==> src/rtl/rv_ex_stage_if.sv <==
// Bus bundle between the RV32I execute stage and its neighbours (ID, hazard unit,
// ALU, forward sources and the EX/MEM consumer).
interface rv_ex_stage_if;
  logic        i_stall;
  logic        i_flush;
  logic        i_id_valid;
  logic [31:0] i_id_pc;
  logic [31:0] i_id_rs1_data;
  logic [31:0] i_id_rs2_data;
  logic [31:0] i_id_imm;
  logic [4:0]  i_id_rs1_idx;
  logic [4:0]  i_id_rs2_idx;
  logic [4:0]  i_id_rd_idx;
  logic [4:0]  i_id_alu_ctrl;
  logic        i_id_src_a_pc;
  logic        i_id_src_b_imm;
  logic        i_id_branch;
  logic        i_id_jal;
  logic        i_id_jalr;
  logic        i_id_mem_re;
  logic        i_id_mem_we;
  logic        i_id_rd_we;
  logic        i_mem_fwd_we;
  logic [4:0]  i_mem_fwd_idx;
  logic [31:0] i_mem_fwd_data;
  logic        i_wb_fwd_we;
  logic [4:0]  i_wb_fwd_idx;
  logic [31:0] i_wb_fwd_data;
  logic [31:0] o_alu_src_a;
  logic [31:0] o_alu_src_b;
  logic [4:0]  o_alu_ctrl;
  logic [31:0] i_alu_result;
  logic        i_alu_zero;
  logic        o_redirect;
  logic [31:0] o_redirect_pc;
  logic        o_load_use;
  logic        o_mem_valid;
  logic [31:0] o_mem_result;
  logic [31:0] o_mem_store_data;
  logic [4:0]  o_mem_rd_idx;
  logic        o_mem_rd_we;
  logic        o_mem_re;
  logic        o_mem_we;

  modport slave (
    input  i_stall, i_flush, i_id_valid, i_id_pc, i_id_rs1_data, i_id_rs2_data,
           i_id_imm, i_id_rs1_idx, i_id_rs2_idx, i_id_rd_idx, i_id_alu_ctrl,
           i_id_src_a_pc, i_id_src_b_imm, i_id_branch, i_id_jal, i_id_jalr,
           i_id_mem_re, i_id_mem_we, i_id_rd_we,
           i_mem_fwd_we, i_mem_fwd_idx, i_mem_fwd_data,
           i_wb_fwd_we, i_wb_fwd_idx, i_wb_fwd_data,
           i_alu_result, i_alu_zero,
    output o_alu_src_a, o_alu_src_b, o_alu_ctrl, o_redirect, o_redirect_pc,
           o_load_use, o_mem_valid, o_mem_result, o_mem_store_data,
           o_mem_rd_idx, o_mem_rd_we, o_mem_re, o_mem_we
  );

  modport master (
    output i_stall, i_flush, i_id_valid, i_id_pc, i_id_rs1_data, i_id_rs2_data,
           i_id_imm, i_id_rs1_idx, i_id_rs2_idx, i_id_rd_idx, i_id_alu_ctrl,
           i_id_src_a_pc, i_id_src_b_imm, i_id_branch, i_id_jal, i_id_jalr,
           i_id_mem_re, i_id_mem_we, i_id_rd_we,
           i_mem_fwd_we, i_mem_fwd_idx, i_mem_fwd_data,
           i_wb_fwd_we, i_wb_fwd_idx, i_wb_fwd_data,
           i_alu_result, i_alu_zero,
    input  o_alu_src_a, o_alu_src_b, o_alu_ctrl, o_redirect, o_redirect_pc,
           o_load_use, o_mem_valid, o_mem_result, o_mem_store_data,
           o_mem_rd_idx, o_mem_rd_we, o_mem_re, o_mem_we
  );
endinterface

==> src/rtl/rv_ex_stage.sv <==
// RV32I execute stage: EX register, operand forwarding, branch/jump resolution and
// the EX/MEM register. Define RV_EX_FWD_EN to enable MEM/WB operand forwarding.
module rv_ex_stage (
  input logic      i_clk,
  input logic      i_reset_n,
  rv_ex_stage_if.slave bus
);

  typedef struct packed {
    logic        valid;
    logic [31:0] pc;
    logic [31:0] rs1_data;
    logic [31:0] rs2_data;
    logic [31:0] imm;
    logic [4:0]  rs1_idx;
    logic [4:0]  rs2_idx;
    logic [4:0]  rd_idx;
    logic [4:0]  alu_ctrl;
    logic        src_a_pc;
    logic        src_b_imm;
    logic        branch;
    logic        jal;
    logic        jalr;
    logic        mem_re;
    logic        mem_we;
    logic        rd_we;
  } ex_t;

  ex_t         ex_q, ex_d;
  logic        redirect_done_q, redirect_done_d;
  logic        mem_valid_q, mem_valid_d;
  logic [31:0] mem_result_q, mem_result_d;
  logic [31:0] mem_store_q, mem_store_d;
  logic [4:0]  mem_rd_idx_q, mem_rd_idx_d;
  logic        mem_rd_we_q, mem_rd_we_d;
  logic        mem_re_q, mem_re_d;
  logic        mem_we_q, mem_we_d;

  logic [31:0] fwd_rs1, fwd_rs2;
  logic        taken;
  logic [31:0] target;

  // A flush loads a full bubble so no stale control bits survive into EX.
  always_comb begin
    ex_d = ex_q;
    if (bus.i_flush) begin
      ex_d = '0;
    end else begin
      ex_d.valid     = bus.i_id_valid;
      ex_d.pc        = bus.i_id_pc;
      ex_d.rs1_data  = bus.i_id_rs1_data;
      ex_d.rs2_data  = bus.i_id_rs2_data;
      ex_d.imm       = bus.i_id_imm;
      ex_d.rs1_idx   = bus.i_id_rs1_idx;
      ex_d.rs2_idx   = bus.i_id_rs2_idx;
      ex_d.rd_idx    = bus.i_id_rd_idx;
      ex_d.alu_ctrl  = bus.i_id_alu_ctrl;
      ex_d.src_a_pc  = bus.i_id_src_a_pc;
      ex_d.src_b_imm = bus.i_id_src_b_imm;
      ex_d.branch    = bus.i_id_branch;
      ex_d.jal       = bus.i_id_jal;
      ex_d.jalr      = bus.i_id_jalr;
      ex_d.mem_re    = bus.i_id_mem_re;
      ex_d.mem_we    = bus.i_id_mem_we;
      ex_d.rd_we     = bus.i_id_rd_we;
    end
  end

`ifdef RV_EX_FWD_EN
  function automatic logic [31:0] fwdSel(
    input logic [4:0]  idx,
    input logic [31:0] latched,
    input logic        mem_we,
    input logic [4:0]  mem_idx,
    input logic [31:0] mem_data,
    input logic        wb_we,
    input logic [4:0]  wb_idx,
    input logic [31:0] wb_data
  );
    logic [31:0] val;
    val = latched;
    if (idx != 5'd0) begin
      if (mem_we && mem_idx == idx)     val = mem_data;
      else if (wb_we && wb_idx == idx)  val = wb_data;
    end
    return val;
  endfunction

  always_comb begin
    fwd_rs1 = fwdSel(ex_q.rs1_idx, ex_q.rs1_data, bus.i_mem_fwd_we, bus.i_mem_fwd_idx,
                     bus.i_mem_fwd_data, bus.i_wb_fwd_we, bus.i_wb_fwd_idx, bus.i_wb_fwd_data);
    fwd_rs2 = fwdSel(ex_q.rs2_idx, ex_q.rs2_data, bus.i_mem_fwd_we, bus.i_mem_fwd_idx,
                     bus.i_mem_fwd_data, bus.i_wb_fwd_we, bus.i_wb_fwd_idx, bus.i_wb_fwd_data);
  end

  assign bus.o_load_use = ex_q.valid && ex_q.mem_re && (ex_q.rd_idx != 5'd0) &&
                          bus.i_id_valid &&
                          ((ex_q.rd_idx == bus.i_id_rs1_idx) || (ex_q.rd_idx == bus.i_id_rs2_idx));
`else
  assign fwd_rs1 = ex_q.rs1_data;
  assign fwd_rs2 = ex_q.rs2_data;

  // Without forwarding any pending write in EX or MEM is a hazard for ID.
  function automatic logic rawHit(
    input logic [4:0] idx,
    input logic       ex_hit_en,
    input logic [4:0] ex_rd,
    input logic       mem_we,
    input logic [4:0] mem_idx
  );
    return (idx != 5'd0) &&
           ((ex_hit_en && ex_rd == idx) || (mem_we && mem_idx == idx));
  endfunction

  assign bus.o_load_use = bus.i_id_valid &&
    (rawHit(bus.i_id_rs1_idx, ex_q.valid && ex_q.rd_we, ex_q.rd_idx,
            bus.i_mem_fwd_we, bus.i_mem_fwd_idx) ||
     rawHit(bus.i_id_rs2_idx, ex_q.valid && ex_q.rd_we, ex_q.rd_idx,
            bus.i_mem_fwd_we, bus.i_mem_fwd_idx));
`endif

  assign bus.o_alu_src_a = ex_q.src_a_pc  ? ex_q.pc  : fwd_rs1;
  assign bus.o_alu_src_b = ex_q.src_b_imm ? ex_q.imm : fwd_rs2;
  assign bus.o_alu_ctrl  = ex_q.alu_ctrl;

  assign taken  = ex_q.valid && ((ex_q.branch && !bus.i_alu_zero) || ex_q.jal || ex_q.jalr);
  assign target = ex_q.jalr ? ((fwd_rs1 + ex_q.imm) & 32'hFFFF_FFFE) : (ex_q.pc + ex_q.imm);

  assign bus.o_redirect    = taken && !redirect_done_q;
  assign bus.o_redirect_pc = target;

  // Remember a redirect already issued while EX is frozen so it fires only once.
  always_comb begin
    redirect_done_d = redirect_done_q;
    if (bus.i_stall) begin
      if (bus.o_redirect) redirect_done_d = 1'b1;
    end else begin
      redirect_done_d = 1'b0;
    end
  end

  always_comb begin
    mem_valid_d  = ex_q.valid;
    mem_result_d = (ex_q.jal || ex_q.jalr) ? (ex_q.pc + 32'd4) : bus.i_alu_result;
    mem_store_d  = fwd_rs2;
    mem_rd_idx_d = ex_q.rd_idx;
    mem_rd_we_d  = ex_q.valid && ex_q.rd_we;
    mem_re_d     = ex_q.valid && ex_q.mem_re;
    mem_we_d     = ex_q.valid && ex_q.mem_we;
  end

  always_ff @(posedge i_clk) begin
    if (!i_reset_n) begin
      ex_q            <= '0;
      redirect_done_q <= 1'b0;
      mem_valid_q     <= 1'b0;
      mem_result_q    <= '0;
      mem_store_q     <= '0;
      mem_rd_idx_q    <= '0;
      mem_rd_we_q     <= 1'b0;
      mem_re_q        <= 1'b0;
      mem_we_q        <= 1'b0;
    end else begin
      redirect_done_q <= redirect_done_d;
      if (!bus.i_stall) begin
        ex_q         <= ex_d;
        mem_valid_q  <= mem_valid_d;
        mem_result_q <= mem_result_d;
        mem_store_q  <= mem_store_d;
        mem_rd_idx_q <= mem_rd_idx_d;
        mem_rd_we_q  <= mem_rd_we_d;
        mem_re_q     <= mem_re_d;
        mem_we_q     <= mem_we_d;
      end
    end
  end

  assign bus.o_mem_valid      = mem_valid_q;
  assign bus.o_mem_result     = mem_result_q;
  assign bus.o_mem_store_data = mem_store_q;
  assign bus.o_mem_rd_idx     = mem_rd_idx_q;
  assign bus.o_mem_rd_we      = mem_rd_we_q;
  assign bus.o_mem_re         = mem_re_q;
  assign bus.o_mem_we         = mem_we_q;

endmodule
==> src/flat_wrapper.sv <==
// flat-port wrapper written by rule: the top's interface ports become plain ports
module rv_ex_stage_flat 
  (i_clk, i_reset_n, bus_i_stall, bus_i_flush, bus_i_id_valid, bus_i_id_pc, bus_i_id_rs1_data, bus_i_id_rs2_data, bus_i_id_imm, bus_i_id_rs1_idx, bus_i_id_rs2_idx, bus_i_id_rd_idx, bus_i_id_alu_ctrl, bus_i_id_src_a_pc, bus_i_id_src_b_imm, bus_i_id_branch, bus_i_id_jal, bus_i_id_jalr, bus_i_id_mem_re, bus_i_id_mem_we, bus_i_id_rd_we, bus_i_mem_fwd_we, bus_i_mem_fwd_idx, bus_i_mem_fwd_data, bus_i_wb_fwd_we, bus_i_wb_fwd_idx, bus_i_wb_fwd_data, bus_i_alu_result, bus_i_alu_zero, bus_o_alu_src_a, bus_o_alu_src_b, bus_o_alu_ctrl, bus_o_redirect, bus_o_redirect_pc, bus_o_load_use, bus_o_mem_valid, bus_o_mem_result, bus_o_mem_store_data, bus_o_mem_rd_idx, bus_o_mem_rd_we, bus_o_mem_re, bus_o_mem_we);
  rv_ex_stage_if bus_i ();
  input logic i_clk;
  input logic i_reset_n;
  input wire logic [$bits(bus_i.i_stall)-1:0] bus_i_stall;
  input wire logic [$bits(bus_i.i_flush)-1:0] bus_i_flush;
  input wire logic [$bits(bus_i.i_id_valid)-1:0] bus_i_id_valid;
  input wire logic [$bits(bus_i.i_id_pc)-1:0] bus_i_id_pc;
  input wire logic [$bits(bus_i.i_id_rs1_data)-1:0] bus_i_id_rs1_data;
  input wire logic [$bits(bus_i.i_id_rs2_data)-1:0] bus_i_id_rs2_data;
  input wire logic [$bits(bus_i.i_id_imm)-1:0] bus_i_id_imm;
  input wire logic [$bits(bus_i.i_id_rs1_idx)-1:0] bus_i_id_rs1_idx;
  input wire logic [$bits(bus_i.i_id_rs2_idx)-1:0] bus_i_id_rs2_idx;
  input wire logic [$bits(bus_i.i_id_rd_idx)-1:0] bus_i_id_rd_idx;
  input wire logic [$bits(bus_i.i_id_alu_ctrl)-1:0] bus_i_id_alu_ctrl;
  input wire logic [$bits(bus_i.i_id_src_a_pc)-1:0] bus_i_id_src_a_pc;
  input wire logic [$bits(bus_i.i_id_src_b_imm)-1:0] bus_i_id_src_b_imm;
  input wire logic [$bits(bus_i.i_id_branch)-1:0] bus_i_id_branch;
  input wire logic [$bits(bus_i.i_id_jal)-1:0] bus_i_id_jal;
  input wire logic [$bits(bus_i.i_id_jalr)-1:0] bus_i_id_jalr;
  input wire logic [$bits(bus_i.i_id_mem_re)-1:0] bus_i_id_mem_re;
  input wire logic [$bits(bus_i.i_id_mem_we)-1:0] bus_i_id_mem_we;
  input wire logic [$bits(bus_i.i_id_rd_we)-1:0] bus_i_id_rd_we;
  input wire logic [$bits(bus_i.i_mem_fwd_we)-1:0] bus_i_mem_fwd_we;
  input wire logic [$bits(bus_i.i_mem_fwd_idx)-1:0] bus_i_mem_fwd_idx;
  input wire logic [$bits(bus_i.i_mem_fwd_data)-1:0] bus_i_mem_fwd_data;
  input wire logic [$bits(bus_i.i_wb_fwd_we)-1:0] bus_i_wb_fwd_we;
  input wire logic [$bits(bus_i.i_wb_fwd_idx)-1:0] bus_i_wb_fwd_idx;
  input wire logic [$bits(bus_i.i_wb_fwd_data)-1:0] bus_i_wb_fwd_data;
  input wire logic [$bits(bus_i.i_alu_result)-1:0] bus_i_alu_result;
  input wire logic [$bits(bus_i.i_alu_zero)-1:0] bus_i_alu_zero;
  output wire logic [$bits(bus_i.o_alu_src_a)-1:0] bus_o_alu_src_a;
  output wire logic [$bits(bus_i.o_alu_src_b)-1:0] bus_o_alu_src_b;
  output wire logic [$bits(bus_i.o_alu_ctrl)-1:0] bus_o_alu_ctrl;
  output wire logic [$bits(bus_i.o_redirect)-1:0] bus_o_redirect;
  output wire logic [$bits(bus_i.o_redirect_pc)-1:0] bus_o_redirect_pc;
  output wire logic [$bits(bus_i.o_load_use)-1:0] bus_o_load_use;
  output wire logic [$bits(bus_i.o_mem_valid)-1:0] bus_o_mem_valid;
  output wire logic [$bits(bus_i.o_mem_result)-1:0] bus_o_mem_result;
  output wire logic [$bits(bus_i.o_mem_store_data)-1:0] bus_o_mem_store_data;
  output wire logic [$bits(bus_i.o_mem_rd_idx)-1:0] bus_o_mem_rd_idx;
  output wire logic [$bits(bus_i.o_mem_rd_we)-1:0] bus_o_mem_rd_we;
  output wire logic [$bits(bus_i.o_mem_re)-1:0] bus_o_mem_re;
  output wire logic [$bits(bus_i.o_mem_we)-1:0] bus_o_mem_we;
  assign bus_i.i_stall = bus_i_stall;
  assign bus_i.i_flush = bus_i_flush;
  assign bus_i.i_id_valid = bus_i_id_valid;
  assign bus_i.i_id_pc = bus_i_id_pc;
  assign bus_i.i_id_rs1_data = bus_i_id_rs1_data;
  assign bus_i.i_id_rs2_data = bus_i_id_rs2_data;
  assign bus_i.i_id_imm = bus_i_id_imm;
  assign bus_i.i_id_rs1_idx = bus_i_id_rs1_idx;
  assign bus_i.i_id_rs2_idx = bus_i_id_rs2_idx;
  assign bus_i.i_id_rd_idx = bus_i_id_rd_idx;
  assign bus_i.i_id_alu_ctrl = bus_i_id_alu_ctrl;
  assign bus_i.i_id_src_a_pc = bus_i_id_src_a_pc;
  assign bus_i.i_id_src_b_imm = bus_i_id_src_b_imm;
  assign bus_i.i_id_branch = bus_i_id_branch;
  assign bus_i.i_id_jal = bus_i_id_jal;
  assign bus_i.i_id_jalr = bus_i_id_jalr;
  assign bus_i.i_id_mem_re = bus_i_id_mem_re;
  assign bus_i.i_id_mem_we = bus_i_id_mem_we;
  assign bus_i.i_id_rd_we = bus_i_id_rd_we;
  assign bus_i.i_mem_fwd_we = bus_i_mem_fwd_we;
  assign bus_i.i_mem_fwd_idx = bus_i_mem_fwd_idx;
  assign bus_i.i_mem_fwd_data = bus_i_mem_fwd_data;
  assign bus_i.i_wb_fwd_we = bus_i_wb_fwd_we;
  assign bus_i.i_wb_fwd_idx = bus_i_wb_fwd_idx;
  assign bus_i.i_wb_fwd_data = bus_i_wb_fwd_data;
  assign bus_i.i_alu_result = bus_i_alu_result;
  assign bus_i.i_alu_zero = bus_i_alu_zero;
  assign bus_o_alu_src_a = bus_i.o_alu_src_a;
  assign bus_o_alu_src_b = bus_i.o_alu_src_b;
  assign bus_o_alu_ctrl = bus_i.o_alu_ctrl;
  assign bus_o_redirect = bus_i.o_redirect;
  assign bus_o_redirect_pc = bus_i.o_redirect_pc;
  assign bus_o_load_use = bus_i.o_load_use;
  assign bus_o_mem_valid = bus_i.o_mem_valid;
  assign bus_o_mem_result = bus_i.o_mem_result;
  assign bus_o_mem_store_data = bus_i.o_mem_store_data;
  assign bus_o_mem_rd_idx = bus_i.o_mem_rd_idx;
  assign bus_o_mem_rd_we = bus_i.o_mem_rd_we;
  assign bus_o_mem_re = bus_i.o_mem_re;
  assign bus_o_mem_we = bus_i.o_mem_we;
  rv_ex_stage u_core (.i_clk(i_clk), .i_reset_n(i_reset_n), .bus(bus_i));
endmodule
==> config.mk <==
export PLATFORM = sky130hd
export DESIGN_NAME = rv_ex_stage_flat
export DESIGN_NICKNAME = d
export VERILOG_FILES = /design/src/rtl/rv_ex_stage_if.sv /design/src/rtl/rv_ex_stage.sv /design/src/flat_wrapper.sv
export SDC_FILE = /design/constraint.sdc
export NUM_CORES = 1
export LEC_CHECK = 0
export ABC_AREA = 1
export CORE_MARGIN = 2
export CORE_UTILIZATION = 48
export CTS_CLUSTER_SIZE = 20
export DETAILED_ROUTE_END_ITERATION = 8
export PLACE_DENSITY = 0.82
export REMOVE_ABC_BUFFERS = 1
export SYNTH_ARGS = -nofsm -noshare
export SYNTH_HDL_FRONTEND = slang
export SYNTH_SLANG_ARGS = --single-unit
export TNS_END_PERCENT = 1
==> constraint.sdc <==
create_clock -name i_clk -period 2.6 [get_ports i_clk]
set_input_delay 0.52 -clock i_clk [delete_from_list [all_inputs] [get_ports i_clk]]
set_output_delay 0.52 -clock i_clk [all_outputs]
set_load 0.03 [all_outputs]
Word level (Yosys, flattened, before mapping)
Index checks and enable logic that the tools add are counted.
{ "totals": {"register_bits": 221, "input_bits": 270, "out_inout_bits": 176, "wordCells": 59} }
{ "op_classes": {"addsub": 3, "n_eq_ne": 4, "muxes": 5, "reduce_logical": 24} }
{ "op_table": {"columns": ["operator", "n"], "rows": [
  ["2-to-1 mux 157 bit", 1],
  ["2-to-1 mux 32 bit", 4],
  ["adder 32 bit", 2],
  ["adder 32 x 3 -> 32 bit, second input constant", 1],
  ["== test 5 bit", 4],
  ["logical AND 1 bit", 13],
  ["nonzero test 5 bit", 2],
  ["logical OR 1 bit", 6],
  ["logical NOT 1 bit", 2],
  ["AND reduction 2 bit", 1]
]} }

Depth between registers and ports, before layout
Gate-level depths: netlist of the first run.
{ "depth": {"depth_word": 6, "depth_mapped": 14, "ltp_nobuf": 14} }

Worst setup path after synthesis of the first run
No wires, ideal clock.
{ "synth_path": {"kind": "register to output", "from": "register u_core.ex_q[28] (netlist name)", "to": "output bus_o_redirect_pc[16]", "arrival_time_ns": 2.106, "required_ns": 2.080, "setup_slack_ns": -0.026, "path_stages_with_launch": 11, "path_buffers": 0, "path_cell_list": "dfxtp_1 nand2_1 inv_1 fa_1 nand3_1 nand3_1 a21oi_1 nor2_1 nor2_1 nor2_1 o21ai_0"} }
{ "synth_between": {"elab_chain_cells": 2, "elab_cells_between_ends": 3, "cone_classes": "2 x add/sub; 1 x mux"} }
{ "synth_lines": {"columns": ["element", "line_no", "text"], "rows": [
  ["from (decl)", "rv_ex_stage.sv:29", "ex_t ex_q, ex_d;"],
  ["from (signal assigned)", "rv_ex_stage.sv:154", "ex_q <= '0;"],
  ["from (signal assigned)", "rv_ex_stage.sv:166", "ex_q <= ex_d;"],
  ["adder 32 bit", "rv_ex_stage.sv:127", "assign target = ex_q.jalr ? ((fwd_rs1 + ex_q.imm) & 32'hFFFF_FFFE) : (ex_q.pc + ex_q.imm);"],
  ["2-to-1 mux 32 bit (*)", "rv_ex_stage.sv:127", null],
  ["to (decl)", "flat_wrapper.sv:38", "output wire logic [$bits(bus_i.o_redirect_pc)-1:0] bus_o_redirect_pc;"]
]} }
Every way passes the cells marked *; elsewhere a longest branch is shown, timed or not.

Final worst setup path of the first run
{ "layout_path": {"from": "register u_core.ex_q[28] (netlist name)", "to": "output bus_o_redirect_pc[30]"} }
The elaborated chain is that of the path after synthesis.

==> out/qor.txt, run 1 <==
outcome = complete, but fails checks
violated checks = setup timing
Tcrit/Tclk final = 117%
non-filler cells, final = 3183
CP arrival = 2.53 ns
port bufs = 375
worst hold path type = primary input to register
Residual DRC = 0
combinational family with the most area after synthesis = simple AND/OR/NAND/NOR gates
Slowest-stage cell, CP = fa_2
Core ar. = 0.0296 sq mm
drt first-iter violations = 1710
final WL = 58000 microns
largest net degree at the start of global routing = 71
root buffer cell = clkbuf_16
buffer and inverter count on the worst path = 4
Switching Fraction = 29.9%
Area Overhead vs Synth = 48.2%
routability cong. = 0.949
Critical Path End Type = primary output
Max clock buf depth = 3
Setup Skew = 0.0190 ns
simple-gate share of the synthesized area = 32.7%
required time worst endpoint = 2.08 ns
Avg Cell Area, Syn = 6.16 sq um
Adder-Cell Fraction of Synth Area = 5.66%
Final Hold Viols = 0
CP top delay family = simple AND/OR/NAND/NOR gates
crit-path most repeated cell = nand2_2
Seq pwr share = 39.1%
WHS = 0.391 ns
combinational share of power = 22.3%
final worst slack = -0.450 ns
CP max stage delay = 0.40 ns
Die X = 177 microns
Worst-path clk slew = 0.07 ns
WL/cell = 18.2 microns
NetSw = 0.00279 W
htree depth = 1
CTS Hold Buffers Added = 0
vias in the first global route = 16697
total track usage = 35.4%
Detail Route met3 WL = 5120 microns
yosys warns = 0
die area = 0.0314 sq mm
Yosys reg bits = 221
Seq/Total Area, Yosys = 30.7%
Slew Viols, Final = 0
dpl hpwl = 43700 microns
CP Cell Sequence = buf_6, nand2_4, inv_4, fa_2, buf_6, nand2_2, nand3_2, nand2_2, nand2_4, nand2_2, nand2_1, nand2_1, nand3_2, nand2_2, buf_12
layout cells sized above 1 = 16.4%
Compound-Gate Fraction of Synth Area = 17.0%
I/O pin total = 446
crit path time final = 3.05 ns
reg2reg path depth = 12
WS Path Type = register to primary output
Synth area leader = dfxtp_1
Die H = 177 microns
first-pass GRT wire length = 87800 microns
CTS Buf Count = 25
Hold Crit Start = i_reset_n
r2r setup slk = 0.63 ns
Antenna Violating Nets Remaining = 0
unrepaired setup endpoints after global routing = yes
final setup vio count = 29
Pre-antenna DRT Iters = 7
XOR/XNOR share of the synthesized area = 1.70%
DP Area = 0.0195 sq mm
Worst Setup Start Kind = register
clk sink count = 221
Post-Synthesis Cell Area = 0.0144 sq mm
most common cell after layout, fill and taps aside = nand2_1
Max-cap violations = 0
Int Pwr = 0.00654 W
Hold EP = u_core.bus.o_mem_result[30]$_SDFFE_PN0N_
Reg2Reg Launch Point = u_core.ex_q[126]$_SDFFE_PN0N_
most frequent cells in the layout = 591 x nand2_1, 340 x inv_1, 277 x clkdlybuf4s50_1
critical path peak fanout = 4
worst setup path start = u_core.ex_q[28]$_SDFFE_PN0N_
fin nets = 3106
vias post-DR = 17413
mux contribution to synthesized area = 0%
top layer in use = met4
Via density = 5.47
antenna violations before repair = 3
Initial Util = 48.6%
worst rel slew slack = 61.4%
Placed Cells = 3129
reg-to-reg endpoint = u_core.bus.o_mem_result[26]$_SDFFE_PN0N_
Site Rows = 63
post-synthesis cell type count = 41
post-synth top area share = 30.7%
total global routing overflow = 0
Mapped Cells = 2338
VDD IR max = 0.425 mV
top cells by area, synth = dfxtp_1 31%, nand2_1 17%, inv_1 9.0%, nand3_1 8.5%, o21ai_0 8.1%
Slew @ Worst Pin = 0.575 ns
Worst Hold Path Cells = 3
Static Leak = 10.1 nW
DR WL met2 = 26600 microns
wl on met1 = 24100 microns
worst-skew pair later-pin latency = 0.54 ns
CTS tree = built
max frequency = 328 MHz
final cell area excluding filler cells = 0.0214 sq mm
Clock power frac = 38.6%
Pwr Density = 437 mW/mm^2
==> timing repair <==
action | CTS | global route
setup buffers | 1 | 6
setup endpoints to repair | 75 | 47
gates cloned | 0 | 0
gates resized for setup | 228 | 110
pin swaps | 21 | 28
==> power by group through the flow <==
stage / sequential [W] / clock, W / combinational [W]
floorplan: 0.00380 / 0 / 0.000733
global placement: 0.00370 / 0 / 0.00194
detailed placement: 0.00371 / 0 / 0.00197
CTS: 0.00365 / 0.00361 / 0.00203
global route: 0.00366 / 0.00376 / 0.00221
finish: 0.00365 / 0.00360 / 0.00208
==> worst max path at each step <==
stage / to / depth (start not counted)
6_report: bus_o_redirect_pc[30] / 15
3_3_place_gp: bus_o_redirect_pc[12] / 9
3_5_place_dp: bus_o_redirect_pc[12] / 9
5_1_grt: bus_o_redirect_pc[14] / 12
2_1_floorplan: u_core.bus.o_alu_ctrl[0]$_SDFFE_PN0N_ / 3
4_1_cts: bus_o_redirect_pc[14] / 12
==> synthesized netlist by cell type <==
| cell | n |
|---|---|
| a21boi_0 | 2 |
| a21o_1 | 2 |
| a21oi_1 | 100 |
| a21oi_2 | 4 |
| a22oi_1 | 52 |
| and2_1 | 2 |
| and3_1 | 3 |
| buf_1 | 10 |
| buf_2 | 21 |
| buf_4 | 5 |
| clkbuf_1 | 68 |
| clkinv_1 | 1 |
| dfxtp_1 | 221 |
| fa_1 | 2 |
| ha_1 | 62 |
| inv_1 | 345 |
| inv_2 | 8 |
| nand2_1 | 635 |
| nand2_2 | 1 |
| nand2_4 | 3 |
| nand3_1 | 246 |
| nand3_4 | 1 |
| nand3b_1 | 5 |
| nand4_1 | 12 |
| nor2_1 | 177 |
| nor2_2 | 3 |
| nor2_4 | 6 |
| nor2_8 | 2 |
| nor3_1 | 12 |
| nor3_2 | 1 |
| nor3_4 | 1 |
| nor3b_1 | 1 |
| o211ai_1 | 1 |
| o21ai_0 | 233 |
| o21ai_1 | 49 |
| o21bai_1 | 5 |
| o22ai_1 | 6 |
| or2_1 | 1 |
| or2_2 | 1 |
| xnor2_1 | 8 |
| xor2_1 | 20 |
==> metal layers <==
layer | vias up | global-route usage, %
met5 | - | 0
met4 | 0 | 12.6
met3 | 141 | 6.57
met2 | 813 | 58.4
met1 | 8058 | 46.1
li1 | 8401 | -
==> registers in the layout (all words and copies together) (netlist names) <==
| name | cells |
|---|---|
| u_core.bus.o_alu_ctrl | 5 |
| u_core.bus.o_mem_rd_idx | 5 |
| u_core.bus.o_mem_rd_we | 1 |
| u_core.bus.o_mem_re | 1 |
| u_core.bus.o_mem_result | 32 |
| u_core.bus.o_mem_store_data | 32 |
| u_core.bus.o_mem_valid | 1 |
| u_core.bus.o_mem_we | 1 |
| u_core.ex_q | 72 |
| u_core.fwd_rs1 | 32 |
| u_core.fwd_rs2 | 32 |
| u_core.mem_rd_idx_d | 5 |
| u_core.mem_valid_d | 1 |
| u_core.redirect_done_q | 1 |
==> tightest hold or removal path, stage by stage <==
cell and delay, ns:
buf_6 0.17, o21ai_0 0.11, a21oi_1 0.04
==> logic make-up after synthesis <==
kind of cell / Yosys count
compound gates: 454
simple gates: 1113
buf+inv: 458
xor+xnor: 28
flops: 221
fa+ha+maj: 64
==> layout make-up <==
class	count	area (sq um)
timing repair buffer	511	5070
antenna	2	5.00
clock inverter	11	120
fill	2483	8270
clock buffer	35	703
inverter	354	1330
sequential	221	4530
multi-input combinational	1659	9130
tap	390	488
==> through the flow <==
stage          setup slack, ns  utilization (%)  total power (W)  setup TNS (ns)
5_1_grt                 -0.535             72.1          0.00964          -12.94
3_5_place_dp           -0.0917             65.7          0.00568          -0.171
3_3_place_gp           -0.0500             65.7          0.00565         -0.0622
4_1_cts                 -0.385             70.7          0.00928           -8.86
2_1_floorplan            -2.73                -          0.00453         -411.39
6_report                -0.450             72.1          0.00934          -10.12
(Power assumes the default switching activity.)
==> run 2: changes to the inputs <==
--- a/config.mk
+++ b/config.mk
@@ -15,4 +15,3 @@
 export SYNTH_ARGS = -nofsm -noshare
 export SYNTH_HDL_FRONTEND = slang
 export SYNTH_SLANG_ARGS = --single-unit
-export TNS_END_PERCENT = 1
==> constraint.sdc (replaced) <==
create_clock -name i_clk -period 2.6 [get_ports i_clk]
set_input_delay 0.52 -clock i_clk [delete_from_list [all_inputs] [get_ports i_clk]]
set_output_delay 0.52 -clock i_clk [all_outputs]
set_load 0.02 [all_outputs]
==> run 2 against run 1 <==
The flow still finishes with violations (setup timing). Register-to-register slack got worse by 0.10 ns. Clock skew down 0.0065 ns. Clock power decreased by 4%. Non-clock buffer count rose by 91. Die area is the same. Via count rose by 3.6%. Combinational power hardly changed. Sequential power hardly changed. Sequential share of layout area fell by 1.1 points. Count of clock-buffer cells in the layout down 4. Final cell count is 2.8% higher. Sequential cell count unchanged. Largest power group unchanged.
==> out/qor.txt, run 2 (synthesized netlist as in run 1, its figures left out) <==
root buffer cell = clkbuf_16
Worst-path clk slew = 0.07 ns (about the same)
CP max stage delay = 0.37 ns (-0.03 ns)
layout cells sized above 1 = 24.1% (+7.7 points)
worst rel slew slack = 50.6% (-11 points)
Via density = 5.51 (+0.77%)
pre-CTS WS = -0.409 ns (-0.317 ns)
Max-cap violations = 0 (unchanged)
worst hold path type = primary input to register
final cell area excluding filler cells = 0.0228 sq mm (+6.6%)
CTS tree = built
dpl hpwl = 45000 microns (+3.0%)
CP Cell Sequence = ha_4, nand2_1, inv_1, nand2_1, buf_4, nor3_4, nand2_2, nand2_4, nand2_2, nand3_1, nand3_2, nand2_2, buf_6
total power draw = 0.00922 W (-1.2%)
Area Overhead vs Synth = 58.0%
WS Path Type = register to primary output
clk sink count = 221 (unchanged)
unrepaired setup endpoints after global routing = yes
fin nets = 3196 (+2.9%)
htree depth = 1 (unchanged)
drt first-iter violations = 1766 (+3.3%)
Max clock buf depth = 3 (unchanged)
total track usage = 37.2% (+1.8 points)
required time worst endpoint = 2.08 ns (about the same)
final WL = 62400 microns (+7.7%)
crit path time final = 3.00 ns (-0.0478 ns)
outcome = complete, but fails checks
Setup Skew = 0.0125 ns (-0.00649 ns)
Site Rows = 63 (unchanged)
WL/cell = 19.1 microns (+4.8%)
crit-path most repeated cell = nand2_2
Residual DRC = 0 (unchanged)
Largest Register = u_core.ex_q
vias in the first global route = 17126 (+2.6%)
Antenna Violating Nets Remaining = 0 (unchanged)
Core ar. = 0.0296 sq mm (unchanged)
WHS = 0.452 ns (+0.0615 ns)
most frequent cells in the layout = 512 x nand2_1, 331 x inv_1, 316 x clkdlybuf4s50_1
Tcrit/Tclk final = 115% (-1.8 points)
final setup vio count = 30 (+3.4%)
Die X = 177 microns (unchanged)
die area = 0.0314 sq mm (unchanged)
Worst Setup Start Kind = register
setup TNS = -8.04 ns (+2.08 ns)
Pwr Density = 405 mW/mm^2 (-7.4%)
first-pass GRT wire length = 92000 microns (+4.8%)
most common cell after layout, fill and taps aside = nand2_1
worst-skew pair later-pin latency = 0.54 ns (about the same)
Pre-antenna DRT Iters = 5 (-2)
Slowest-stage cell, CP = dfxtp_4
CTS Buf Count = 24 (-4.0%)
critical path peak fanout = 5 (+1)
Static Leak = 10.7 nW (+6.7%)
routability cong. = 0.966 (+1.7%)
Slew @ Worst Pin = 0.740 ns (+0.165 ns)
DP Area = 0.0199 sq mm (+2.2%)
I/O pin total = 446 (unchanged)
reg2reg path depth = 8 (-4)
final worst slack = -0.403 ns (+0.0478 ns)
Worst Hold Path Cells = 3 (unchanged)
total global routing overflow = 0 (unchanged)
Slew Viols, Final = 0 (unchanged)
Initial Util = 48.6% (unchanged)
port bufs = 375 (unchanged)
violated checks = setup timing
Final Hold Viols = 0 (unchanged)
VDD IR max = 0.406 mV (-4.5%)
vias post-DR = 18038 (+3.6%)
Die H = 177 microns (unchanged)
largest net degree at the start of global routing = 97 (+37%)
max frequency = 333 MHz (+1.6%)
antenna violations before repair = 1 (-2)
Largest register FFs = 72 (unchanged)
Critical Path End Type = primary output
CP arrival = 2.48 ns (-0.05 ns)
run 2: changes by cell type in the layout (fill, tap and decap cells not counted), sizes merged:
cell,previous run,this run
clkdlybuf4s50,277,316
buf,174,260
dlygate4sd2,44,3
clkbuf,35,32
dlymetal6s2s,16,22
bufinv,2,1
inv,353,352
clkinv,10,13
clkinvlp,0,1
run 2: layout make-up:
type                       instances  area [sq um]
timing repair buffer             602          5680
multi-input combinational       1659          9920
fill                            2248          6860
antenna                            2          5.00
inverter                         354          1330
tap                              390           488
clock inverter                    13          92.6
clock buffer                      31           688
sequential                       221          4580
run 2: path summary, 6_finish.rpt:
check        slack [ns]                                            to                                    startpoint
max               -0.40                         bus_o_redirect_pc[22]                  u_core.ex_q[39]$_SDFFE_PN0N_
min                0.45  u_core.bus.o_mem_store_data[27]$_SDFFE_PN0N_                                     i_reset_n
max reg2reg        0.53      u_core.bus.o_mem_result[31]$_SDFFE_PN0N_                   u_core.ex_q[3]$_SDFFE_PN0N_
min reg2reg        0.48  u_core.bus.o_mem_store_data[24]$_SDFFE_PN0N_  u_core.bus.o_mem_store_data[24]$_SDFFE_PN0N_
run 2: where the power goes:
part | internal [W] | switching [W] | total, W
sequential | 0.00351 | 0.000137 | 0.00365
combinational | 0.00100 | 0.00110 | 0.00211
clock | 0.00196 | 0.00150 | 0.00347
total | 0.00648 | 0.00274 | 0.00922
run 2: metal layers:
layer,wire length [microns],global-route usage (%),vias up
met1,26100,50.9,8476
met4,1830,11.8,0
met3,5730,5.88,123
met5,0,0,-
met2,28800,60.0,875
li1,-,-,8564
run 2: worst max-delay path, delay by kind of cell (launching register included):
family | cells | cell delay [ns]
buffers and inverters | 3 | 0.38
adders and majority gates | 1 | 0.30
DFF | 1 | 0.37
and+or+nand+nor | 9 | 0.89
run 2: what timing repair did:
item / in CTS / in global routing
setup buffers: 13 / 5
pin swaps: 58 / 76
hold buffers: 0 / 0
gates resized for setup: 373 / 244
setup endpoints to repair: 36 / 54
hold endpoints to repair: 0 / 0
run 2: metrics by stage:
step	cells	util, %
floorplan	2234	-
global placement	3211	67.1
detailed placement	3211	67.1
CTS	3267	74.1
global route	3272	76.9
finish	3272	76.9
